### src/rtl/seg7_scan_mux_4dig_if.sv
// Bundle between a 4-digit 7-segment scanner and its host/display side:
// value/load/mask in, load acknowledge, current nibble (w = MSB) and anodes out.
interface seg7_scan_mux_4dig_if;
  logic [15:0] value_in;
  logic        load;
  logic [3:0]  digit_mask;
  logic        load_ack;
  logic        w;
  logic        x;
  logic        y;
  logic        z;
  logic [3:0]  an;

  modport master (
    output value_in, load, digit_mask,
    input  load_ack, w, x, y, z, an
  );

  modport slave (
    input  value_in, load, digit_mask,
    output load_ack, w, x, y, z, an
  );
endinterface

### src/rtl/seg7_scan_mux_4dig.sv
// Time-multiplexed scanner for a 4-digit common-anode 7-segment display; values adopted only at frame
// boundaries. Optional leading-zero blanking when SEG7_LEAD_ZERO_BLANK_EN is defined.
module seg7_scan_mux_4dig #(
  parameter int PRESCALE_DIV     = 100000,
  parameter int BLANK_GUARD      = 16,
  parameter int ANODE_ACTIVE_LOW = 1
) (
  input  logic                 clk,
  input  logic                 rst_n,
  seg7_scan_mux_4dig_if.slave  bus
);

  localparam int CNT_W = (PRESCALE_DIV > 2) ? $clog2(PRESCALE_DIV) : 1;
  localparam int GRD_W = (BLANK_GUARD > 0) ? $clog2(BLANK_GUARD + 1) : 1;
  localparam logic [CNT_W-1:0] CNT_LAST = CNT_W'(PRESCALE_DIV - 1);
  localparam logic [GRD_W-1:0] GRD_INIT = GRD_W'(BLANK_GUARD);
  localparam logic [3:0]       AN_OFF   = (ANODE_ACTIVE_LOW != 0) ? 4'hF : 4'h0;

  function automatic logic [3:0] nibble_of(input logic [15:0] v, input logic [1:0] k);
    case (k)
      2'd0:    nibble_of = v[3:0];
      2'd1:    nibble_of = v[7:4];
      2'd2:    nibble_of = v[11:8];
      default: nibble_of = v[15:12];
    endcase
  endfunction

  function automatic logic [3:0] anode_drive(input logic [3:0] on);
    anode_drive = (ANODE_ACTIVE_LOW != 0) ? ~on : on;
  endfunction

`ifdef SEG7_LEAD_ZERO_BLANK_EN
  // Digits above the highest nonzero nibble stay dark; digit 0 is always shown.
  function automatic logic [3:0] lead_zero_en(input logic [15:0] v);
    lead_zero_en = {|v[15:12], |v[15:8], |v[15:4], 1'b1};
  endfunction
`endif

  logic [CNT_W-1:0] cnt_q, cnt_nx;
  logic [1:0]       idx_q, idx_nx;
  logic [GRD_W-1:0] guard_q, guard_nx;
  logic [15:0]      shadow_q, shadow_nx;
  logic [15:0]      disp_q, disp_nx;
  logic             pending_q, pending_nx;
  logic             ack_q, ack_nx;
  logic [3:0]       nib_q, nib_nx;
  logic [3:0]       an_q, an_nx;
  logic             tick;
  logic             frame_end;
  logic             adopt;
  logic [3:0]       en_nx;
  logic [3:0]       on_nx;

  always_comb begin
    tick       = (cnt_q == CNT_LAST);
    frame_end  = tick && (idx_q == 2'd3);
    adopt      = frame_end && pending_q;

    cnt_nx     = tick ? '0 : cnt_q + 1'b1;
    idx_nx     = tick ? idx_q + 2'd1 : idx_q;
    guard_nx   = guard_q;
    if (tick)
      guard_nx = GRD_INIT;
    else if (guard_q != '0)
      guard_nx = guard_q - 1'b1;

    // Shadow sees the new load while disp takes the value held before this cycle.
    disp_nx    = adopt ? shadow_q : disp_q;
    shadow_nx  = bus.load ? bus.value_in : shadow_q;
    pending_nx = pending_q;
    if (bus.load)
      pending_nx = 1'b1;
    else if (adopt)
      pending_nx = 1'b0;
    ack_nx     = adopt;

    // The nibble switches on the slot edge, while the guard keeps the anode dark.
    nib_nx     = tick ? nibble_of(disp_nx, idx_nx) : nib_q;

`ifdef SEG7_LEAD_ZERO_BLANK_EN
    en_nx      = bus.digit_mask & lead_zero_en(disp_nx);
`else
    en_nx      = bus.digit_mask;
`endif
    on_nx      = (guard_nx == '0) ? (en_nx & (4'b0001 << idx_nx)) : 4'b0000;
    an_nx      = anode_drive(on_nx);
  end

  always_ff @(posedge clk or negedge rst_n) begin
    if (!rst_n) begin
      cnt_q     <= '0;
      idx_q     <= 2'd0;
      guard_q   <= GRD_INIT;
      shadow_q  <= 16'h0000;
      disp_q    <= 16'h0000;
      pending_q <= 1'b0;
      ack_q     <= 1'b0;
      nib_q     <= 4'h0;
      an_q      <= AN_OFF;
    end else begin
      cnt_q     <= cnt_nx;
      idx_q     <= idx_nx;
      guard_q   <= guard_nx;
      shadow_q  <= shadow_nx;
      disp_q    <= disp_nx;
      pending_q <= pending_nx;
      ack_q     <= ack_nx;
      nib_q     <= nib_nx;
      an_q      <= an_nx;
    end
  end

  assign bus.load_ack = ack_q;
  assign bus.w        = nib_q[3];
  assign bus.x        = nib_q[2];
  assign bus.y        = nib_q[1];
  assign bus.z        = nib_q[0];
  assign bus.an       = an_q;

endmodule

### src/flat_wrapper.sv
// flat-port wrapper written by rule: the top's interface ports become plain ports
module seg7_scan_mux_4dig_flat 
#(
  parameter int PRESCALE_DIV     = 100000,
  parameter int BLANK_GUARD      = 16,
  parameter int ANODE_ACTIVE_LOW = 1
)
  (clk, rst_n, bus_value_in, bus_load, bus_digit_mask, bus_load_ack, bus_w, bus_x, bus_y, bus_z, bus_an);
  seg7_scan_mux_4dig_if bus_i ();
  input  logic clk;
  input  logic rst_n;
  input wire logic [$bits(bus_i.value_in)-1:0] bus_value_in;
  input wire logic [$bits(bus_i.load)-1:0] bus_load;
  input wire logic [$bits(bus_i.digit_mask)-1:0] bus_digit_mask;
  output wire logic [$bits(bus_i.load_ack)-1:0] bus_load_ack;
  output wire logic [$bits(bus_i.w)-1:0] bus_w;
  output wire logic [$bits(bus_i.x)-1:0] bus_x;
  output wire logic [$bits(bus_i.y)-1:0] bus_y;
  output wire logic [$bits(bus_i.z)-1:0] bus_z;
  output wire logic [$bits(bus_i.an)-1:0] bus_an;
  assign bus_i.value_in = bus_value_in;
  assign bus_i.load = bus_load;
  assign bus_i.digit_mask = bus_digit_mask;
  assign bus_load_ack = bus_i.load_ack;
  assign bus_w = bus_i.w;
  assign bus_x = bus_i.x;
  assign bus_y = bus_i.y;
  assign bus_z = bus_i.z;
  assign bus_an = bus_i.an;
  seg7_scan_mux_4dig #(.PRESCALE_DIV(PRESCALE_DIV), .BLANK_GUARD(BLANK_GUARD), .ANODE_ACTIVE_LOW(ANODE_ACTIVE_LOW)) u_core (.clk(clk), .rst_n(rst_n), .bus(bus_i));
endmodule
### config.mk
export PLATFORM = sky130hd
export DESIGN_NAME = seg7_scan_mux_4dig_flat
export DESIGN_NICKNAME = d
export VERILOG_FILES = /design/src/rtl/seg7_scan_mux_4dig_if.sv /design/src/rtl/seg7_scan_mux_4dig.sv /design/src/flat_wrapper.sv
export SDC_FILE = /design/constraint.sdc
export NUM_CORES = 1
export LEC_CHECK = 0
export ABC_AREA = 1
export BUFFER_PORTS_ARGS = -buffer_cell sky130_fd_sc_hd__buf_2
export CAP_MARGIN = 0
export CORE_ASPECT_RATIO = 1.5
export CORE_MARGIN = 2
export CORE_UTILIZATION = 59
export DETAILED_ROUTE_END_ITERATION = 6
export PLACE_DENSITY = 0.9
export SYNTH_ARGS = -nofsm -noshare
export SYNTH_HDL_FRONTEND = slang
export SYNTH_SLANG_ARGS = --single-unit
### constraint.sdc
create_clock -name clk -period 1.9 [get_ports clk]
set_input_delay 0.38 -clock clk [delete_from_list [all_inputs] [get_ports clk]]
set_output_delay 0.38 -clock clk [all_outputs]
set_load 0.01 [all_outputs]
# Word-level counts from Yosys, hierarchy flattened
# Index checks and enable logic that the tools add are counted.
[word_totals]
ff_bits = 66
input_bits = 23
out_inout_bits = 9
elab_cells = 34
[classes]
add_sub_neg = 3
n_eq_ne = 4
shifts = 1
muxes = 9
n_bitwise = 2
reduce_logical = 6
[ops]
columns = ["op", "count"]
rows = [
  ["17-bit by 1-bit adder with 17-bit output (second input constant)", 1],
  ["17-bit equality test (second input constant)", 1],
  ["17-bit two-way mux", 1],
  ["16-bit two-way mux", 1],
  ["4-bit one-hot mux with 3 select lines", 1],
  ["5-bit two-way mux", 2],
  ["5-bit logical NOT", 1],
  ["5-bit nonzero test", 1],
  ["5-bit by 1-bit subtractor with 5-bit output (second input constant)", 1],
  ["4-bit bitwise AND", 1],
  ["2-bit equality test (second input constant)", 2],
  ["4-bit two-way mux", 1],
  ["4-bit inverter", 1],
  ["1-bit by 2-bit << shifter with 4-bit output (first input constant)", 1],
  ["2-bit by 1-bit adder with 2-bit output (second input constant)", 1],
  ["2-bit by 1-bit equality test with 1-bit output (second input constant)", 1],
  ["1-bit logical AND", 2],
  ["2-bit logical NOT", 1],
  ["1-bit two-way mux", 2],
  ["2-bit two-way mux", 1],
  ["2-bit nonzero test", 1],
]

# Longest topological paths before layout
[depth]
depth_word = 6
mapped_depth = 13
mapped_depth_nobuf = 13

# Least setup slack after synthesis
# OpenSTA, ideal clock, no wires.
[synth_path]
path_type = "reg2reg"
from = "register u_core.cnt_q[0]"
to = "register u_core.nib_q[0]"
setup_ns = 0.120
arrival_ns = 1.587
path_slack_ns = 0.192
path_stages_with_launch = 14
path_buffers = 1
synth_period_minus_slack_ns = 1.708
path_cell_list = "dfrtp_1 -> ha_1 -> nand3_2 -> inv_2 -> nand3_2 -> nor2_8 -> nand3_4 -> buf_6 -> nand2_2 -> nand2_2 -> nand2_1 -> nand2_1 -> o21ai_1 -> nand2_1"
[synth_between]
elab_chain_len = 5
word_cells_on_any_way = 9
classes_between = "eq/ne: 3; mux: 3; reduce/logical: 3"
[synth_rtl]
columns = ["element", "line", "rtl"]
rows = [
  ["from (decl)", "seg7_scan_mux_4dig.sv:39", "logic [CNT_W-1:0] cnt_q, cnt_nx;"],
  ["from (signal assigned)", "seg7_scan_mux_4dig.sv:101", "cnt_q <= cnt_nx;"],
  ["17-bit equality test", "seg7_scan_mux_4dig.sv:55", "tick = (cnt_q == CNT_LAST);"],
  ["1-bit logical AND", "seg7_scan_mux_4dig.sv:56", "frame_end = tick && (idx_q == 2'd3);"],
  ["1-bit logical AND", "seg7_scan_mux_4dig.sv:57", "adopt = frame_end && pending_q;"],
  ["16-bit two-way mux", "seg7_scan_mux_4dig.sv:68", "disp_nx = adopt ? shadow_q : disp_q;"],
  ["named net u_core.disp_nx[8]", "seg7_scan_mux_4dig.sv:43", "logic [15:0] disp_q, disp_nx;"],
  ["4-bit one-hot mux with 3 select lines", "seg7_scan_mux_4dig.sv:20", "case (k)"],
  ["to (signal assigned)", "seg7_scan_mux_4dig.sv:108", "nib_q <= nib_nx;"],
  ["to (decl)", "seg7_scan_mux_4dig.sv:46", "logic [3:0] nib_q, nib_nx;"],
]
# The timed path passes the listed nets, and every way through them passes these cells.
# A chain may end at the register's enable or synchronous reset.

# Worst setup path in the final report
[layout_path]
from = "register u_core.cnt_q[0]"
to = "register u_core.cnt_q[15]"
[layout_between]
elab_chain_len = 2
word_cells_on_any_way = 3
classes_between = "add/sub: 1; eq/ne: 1; mux: 1"
[layout_rtl]
columns = ["element", "line", "rtl"]
rows = [
  ["17-bit by 1-bit adder with 17-bit output / 17-bit equality test (equally long branches)", "seg7_scan_mux_4dig.sv:59, seg7_scan_mux_4dig.sv:55", ""],
  ["17-bit two-way mux (*)", "seg7_scan_mux_4dig.sv:59", "cnt_nx = tick ? '0 : cnt_q + 1'b1;"],
  ["named net u_core.cnt_nx[15]", "seg7_scan_mux_4dig.sv:39", ""],
]
# Mark *: on every way through the listed nets, which the timed path passes. The rest lies on a longest branch.

==> impl_metrics.py <==
metrics = {
    "floorplan": {
        "start_util_pct": 60.05,
        "num_rows": 33,
        "pin_count": 32,
        "die-area_um2": 6082,
        "die_w_um": 64.35,
        "die_h_um": 94.52,
        "coreArea_um2": 5368,
    },
    "timing": {
        "worst_slew_pin_slew_ns": 0.5738,
        "maxSlewViolCount": 0,
        "finalCritPeriodShare_pct": 99.82,
        "rsz0062_at_grt": "true",
        "fin_worst_skew_ns": 0.01208,
        "setup-violations-final": 0,
        "relSlewSlack_pct": 61.74,
        "final-hold-violation-count": 0,
        "holdWs_ns": 0.03730,
        "finalWorstSetupSlack_ns": 0.003457,
        "post-route-min-period_ns": 1.897,
        "max_freq_mhz": 527.3,
    },
    "clocking": {
        "ctsHoldBuffers": 0,
        "cts_buffer_depth": 2,
        "cts_tree": "done",
        "htreeDepth": 3,
        "cts_buffers": 9,
        "root_buffer": "clkbuf_8",
        "clk_pin_slew_ns": 0.07,
        "cts_sinks": 66,
        "clk-insertion-delay-late_ns": 0.34,
    },
    "worst_setup_path": {
        "reg2regPathDepth": 11,
        "reg2reg_slack_ns": 0.003,
        "required_ns": 2.16,
        "cp-start-kind": "flip-flop",
        "worst_r2r_startpoint": "u_core.cnt_q[0]$_DFF_PN0_",
        "cp.arrival_ns": 2.16,
        "crit_path_start": "u_core.cnt_q[0]$_DFF_PN0_",
        "setup.worst_path.end_class": "flip-flop",
        "crit_fanout": 3,
        "r2r-end": "u_core.cnt_q[15]$_DFF_PN0_",
        "setup.worst_path.class": "reg2reg",
    },
    "placed_design": {
        "place_ws_ns": -0.03280,
        "globalplace.congestion": 0.9099,
        "io_buffers": 31,
        "dp_cells": 476,
        "dp_hpwl_mm": 4.982,
    },
    "power": {
        "clkPwrFrac_pct": 41.8,
        "seqPwrFrac_pct": 54.3,
        "p_switching_uw": 592.8,
        "p_sw_share_pct": 22.10,
        "p_leak_nw": 2.070,
        "combPwrFrac_pct": 3.9,
        "vdd_ir_drop_max_mv": 0.5278,
        "power_mw": 2.682,
        "p_int_mw": 2.089,
        "p_per_area_nw_per_um2": 680.5,
    },
    "yosys": {
        "ys_seq_area_share_pct": 51.44,
        "synthesis.area_um2": 3223,
        "ys_seq_elements": 66,
        "synth_flop_cell": "dfrtp_1",
        "synth_area_leaders": "dfrtp_1 (47%), nand2_1 (14%), dfstp_2 (4.1%)",
        "synthArstFlopShare_pct": 100.0,
        "syn_area_per_cell_um2": 8.572,
        "synth_top_cell_by_area": "dfrtp_1",
        "synth_enable_flop_cells": 0,
        "synth_top_cell_area_share_pct": 47.36,
        "yosysUniqueCellTypes": 37,
        "syn_inst": 376,
        "yosys_warnings": 0,
        "synth.net_count": 402,
    },
    "detailed_routing": {
        "first_iter_violations": 168,
        "post-route-drc-count": 0,
        "wire_per_inst_um": 15.71,
        "drt_first_pass_iters": 4,
        "viasPerCell": 5.509,
        "via_count": 2760,
        "ant_nets": 0,
        "routed_wl_mm": 7.869,
    },
    "min_path": {
        "min_path_type": "in2async",
    },
    "cells_and_area": {
        "fin_cells": 501,
        "fin_util_pct": 73.43,
        "syn2layout_area_growth_pct": 22.28,
        "diodes": 0,
        "drive_above_1_share_pct": 32.71,
        "multi_input_area_um2": 1518,
        "seqCellArea_um2": 1660,
        "nets": 452,
        "n_fill_cell": 338,
    },
    "grt": {
        "grt_max_degree": 26,
        "antenna_found_initial": 0,
        "use_met1_pct": 25.48,
        "grt_pass1_vias": 2726,
        "track_usage_pct": 26.21,
        "overflow": 0,
        "use_met2_pct": 49.48,
        "grt_pass1_wl_mm": 11.94,
        "grt.busiest_layer": "met2",
        "met3_usage_pct": 5.840,
    },
    "run_status": {
        "status": "completed",
    },
    "flow_run": {
        "drv_cap": 0,
    },
}
-- logic make-up after synthesis --
family | Yosys count | synth area share [%]
and+or+nand+nor | 224 | 34.20
DFF | 66 | 51.44
buffers and inverters | 51 | 7.103
AOI/OAI and AO/OA | 26 | 4.465
xor gates and xnor gates | 6 | 1.630
adders and majority gates | 3 | 1.165
-- layout by cell type (no fill, tap or decap), types with 2 or more instances in the layout --
master / n
dfstp_2: 5
a21oi_1: 4
nor2_2: 10
ha_4: 2
nand3b_1: 2
o21ai_1: 5
inv_4: 2
buf_2: 31
inv_1: 32
clkinv_2: 3
nor2_1: 21
clkbuf_8: 13
inv_2: 4
nand2_2: 21
dfrtp_1: 59
buf_6: 2
nand3_4: 6
nor3_1: 5
and2_2: 2
nor3_4: 2
nand4_1: 13
nand4_2: 4
nand2_4: 5
dfrtp_2: 2
nor2_4: 5
nand2_1: 110
nand3_1: 15
buf_12: 2
xor2_1: 5
buf_4: 15
o21ai_0: 12
-- metrics by stage --
step | TNS (ns) | cell area [µm²]
global placement | 0 | 3492
finish | 0 | 3941
global route | -0.5848 | 3941
detailed placement | -0.05486 | 3492
floorplan | 0 | 3223
CTS | 0 | 3762
-- worst max-delay path by stage --
stage               depth (start not counted)  slack (ns)                           to
floorplan                                  13        0.19  u_core.nib_q[0]$_DFFE_PN0N_
global placement                           13        0.02  u_core.nib_q[2]$_DFFE_PN0N_
detailed placement                         13       -0.03  u_core.nib_q[2]$_DFFE_PN0N_
CTS                                        12       0.002   u_core.cnt_q[14]$_DFF_PN0_
global route                               11       -0.15   u_core.cnt_q[15]$_DFF_PN0_
finish                                     11       0.003   u_core.cnt_q[15]$_DFF_PN0_
-- worst max-delay path, cell delays in order (launching register included) --
cell	delay, ns
dfrtp_1	0.39
buf_4	0.13
nand3_1	0.14
nor2_2	0.19
nand3_1	0.14
nor2_2	0.15
nand2_1	0.09
nor2_2	0.14
nand2_1	0.09
nor3_2	0.15
nand2_1	0.07
a21oi_1	0.13
-- routing by layer --
metal | vias to the layer above | share of wire (%)
li1 | 1304 | -
met3 | 35 | 5.0
met1 | 1304 | 35
met4 | 0 | 4.4
met5 | - | 0
met2 | 117 | 55
-- state kept, by name, summed over array words and instances (netlist names) --
| register | cells |
|---|---|
| u_core.cnt_q | 17 |
| u_core.nib_q | 4 |
| u_core.pending_q | 1 |
| u_core.shadow_q | 16 |
| u_core.bus.load_ack | 1 |
| u_core.disp_q | 16 |
| u_core.bus.an | 4 |
| u_core.idx_q | 2 |
| u_core.guard_q | 5 |
-- cells in the mapped netlist (3+ instances only) --
| cell | instances |
|---|---|
| dfstp_2 | 5 |
| nand2_1 | 118 |
| nand4_2 | 4 |
| ha_1 | 3 |
| nand3_1 | 15 |
| nand2_2 | 17 |
| nor3_1 | 8 |
| dfrtp_1 | 61 |
| nor2_2 | 4 |
| clkbuf_1 | 5 |
| nand4_1 | 13 |
| inv_1 | 34 |
| xor2_1 | 5 |
| nand3_2 | 3 |
| o21ai_0 | 14 |
| nor2_1 | 31 |
| inv_2 | 4 |
| o21ai_1 | 4 |
| a21oi_1 | 4 |
-- area by class of cell --
type,count,share of cell area [%]
Tap cell,70,2.222
Sequential cell,66,42.13
Multi-Input combinational cell,260,38.51
Inverter,39,3.873
Clock buffer,14,4.635
Timing Repair Buffer,50,8.381
Clock inverter,2,0.2540
-- power by group through the flow --
stage                     clock (mW)  sequential (mW)  combinational, mW
after global routing            1.20             1.46              0.121
after CTS                       1.13             1.46              0.106
after global placement             0             1.48              0.102
after floorplan                    0             1.48             0.0359
after detailed placement           0             1.48              0.106
final                           1.12             1.46              0.104
-- what timing repair did --
action | CTS | global route
pin swaps | 3 | 17
setup buffers | 2 | 6
gates resized for setup | 12 | 38
gates cloned | 1 | 0
setup endpoints to repair | 6 | 14
hold endpoints to repair | 0 | 0
Power figures use the tool's default switching activity.
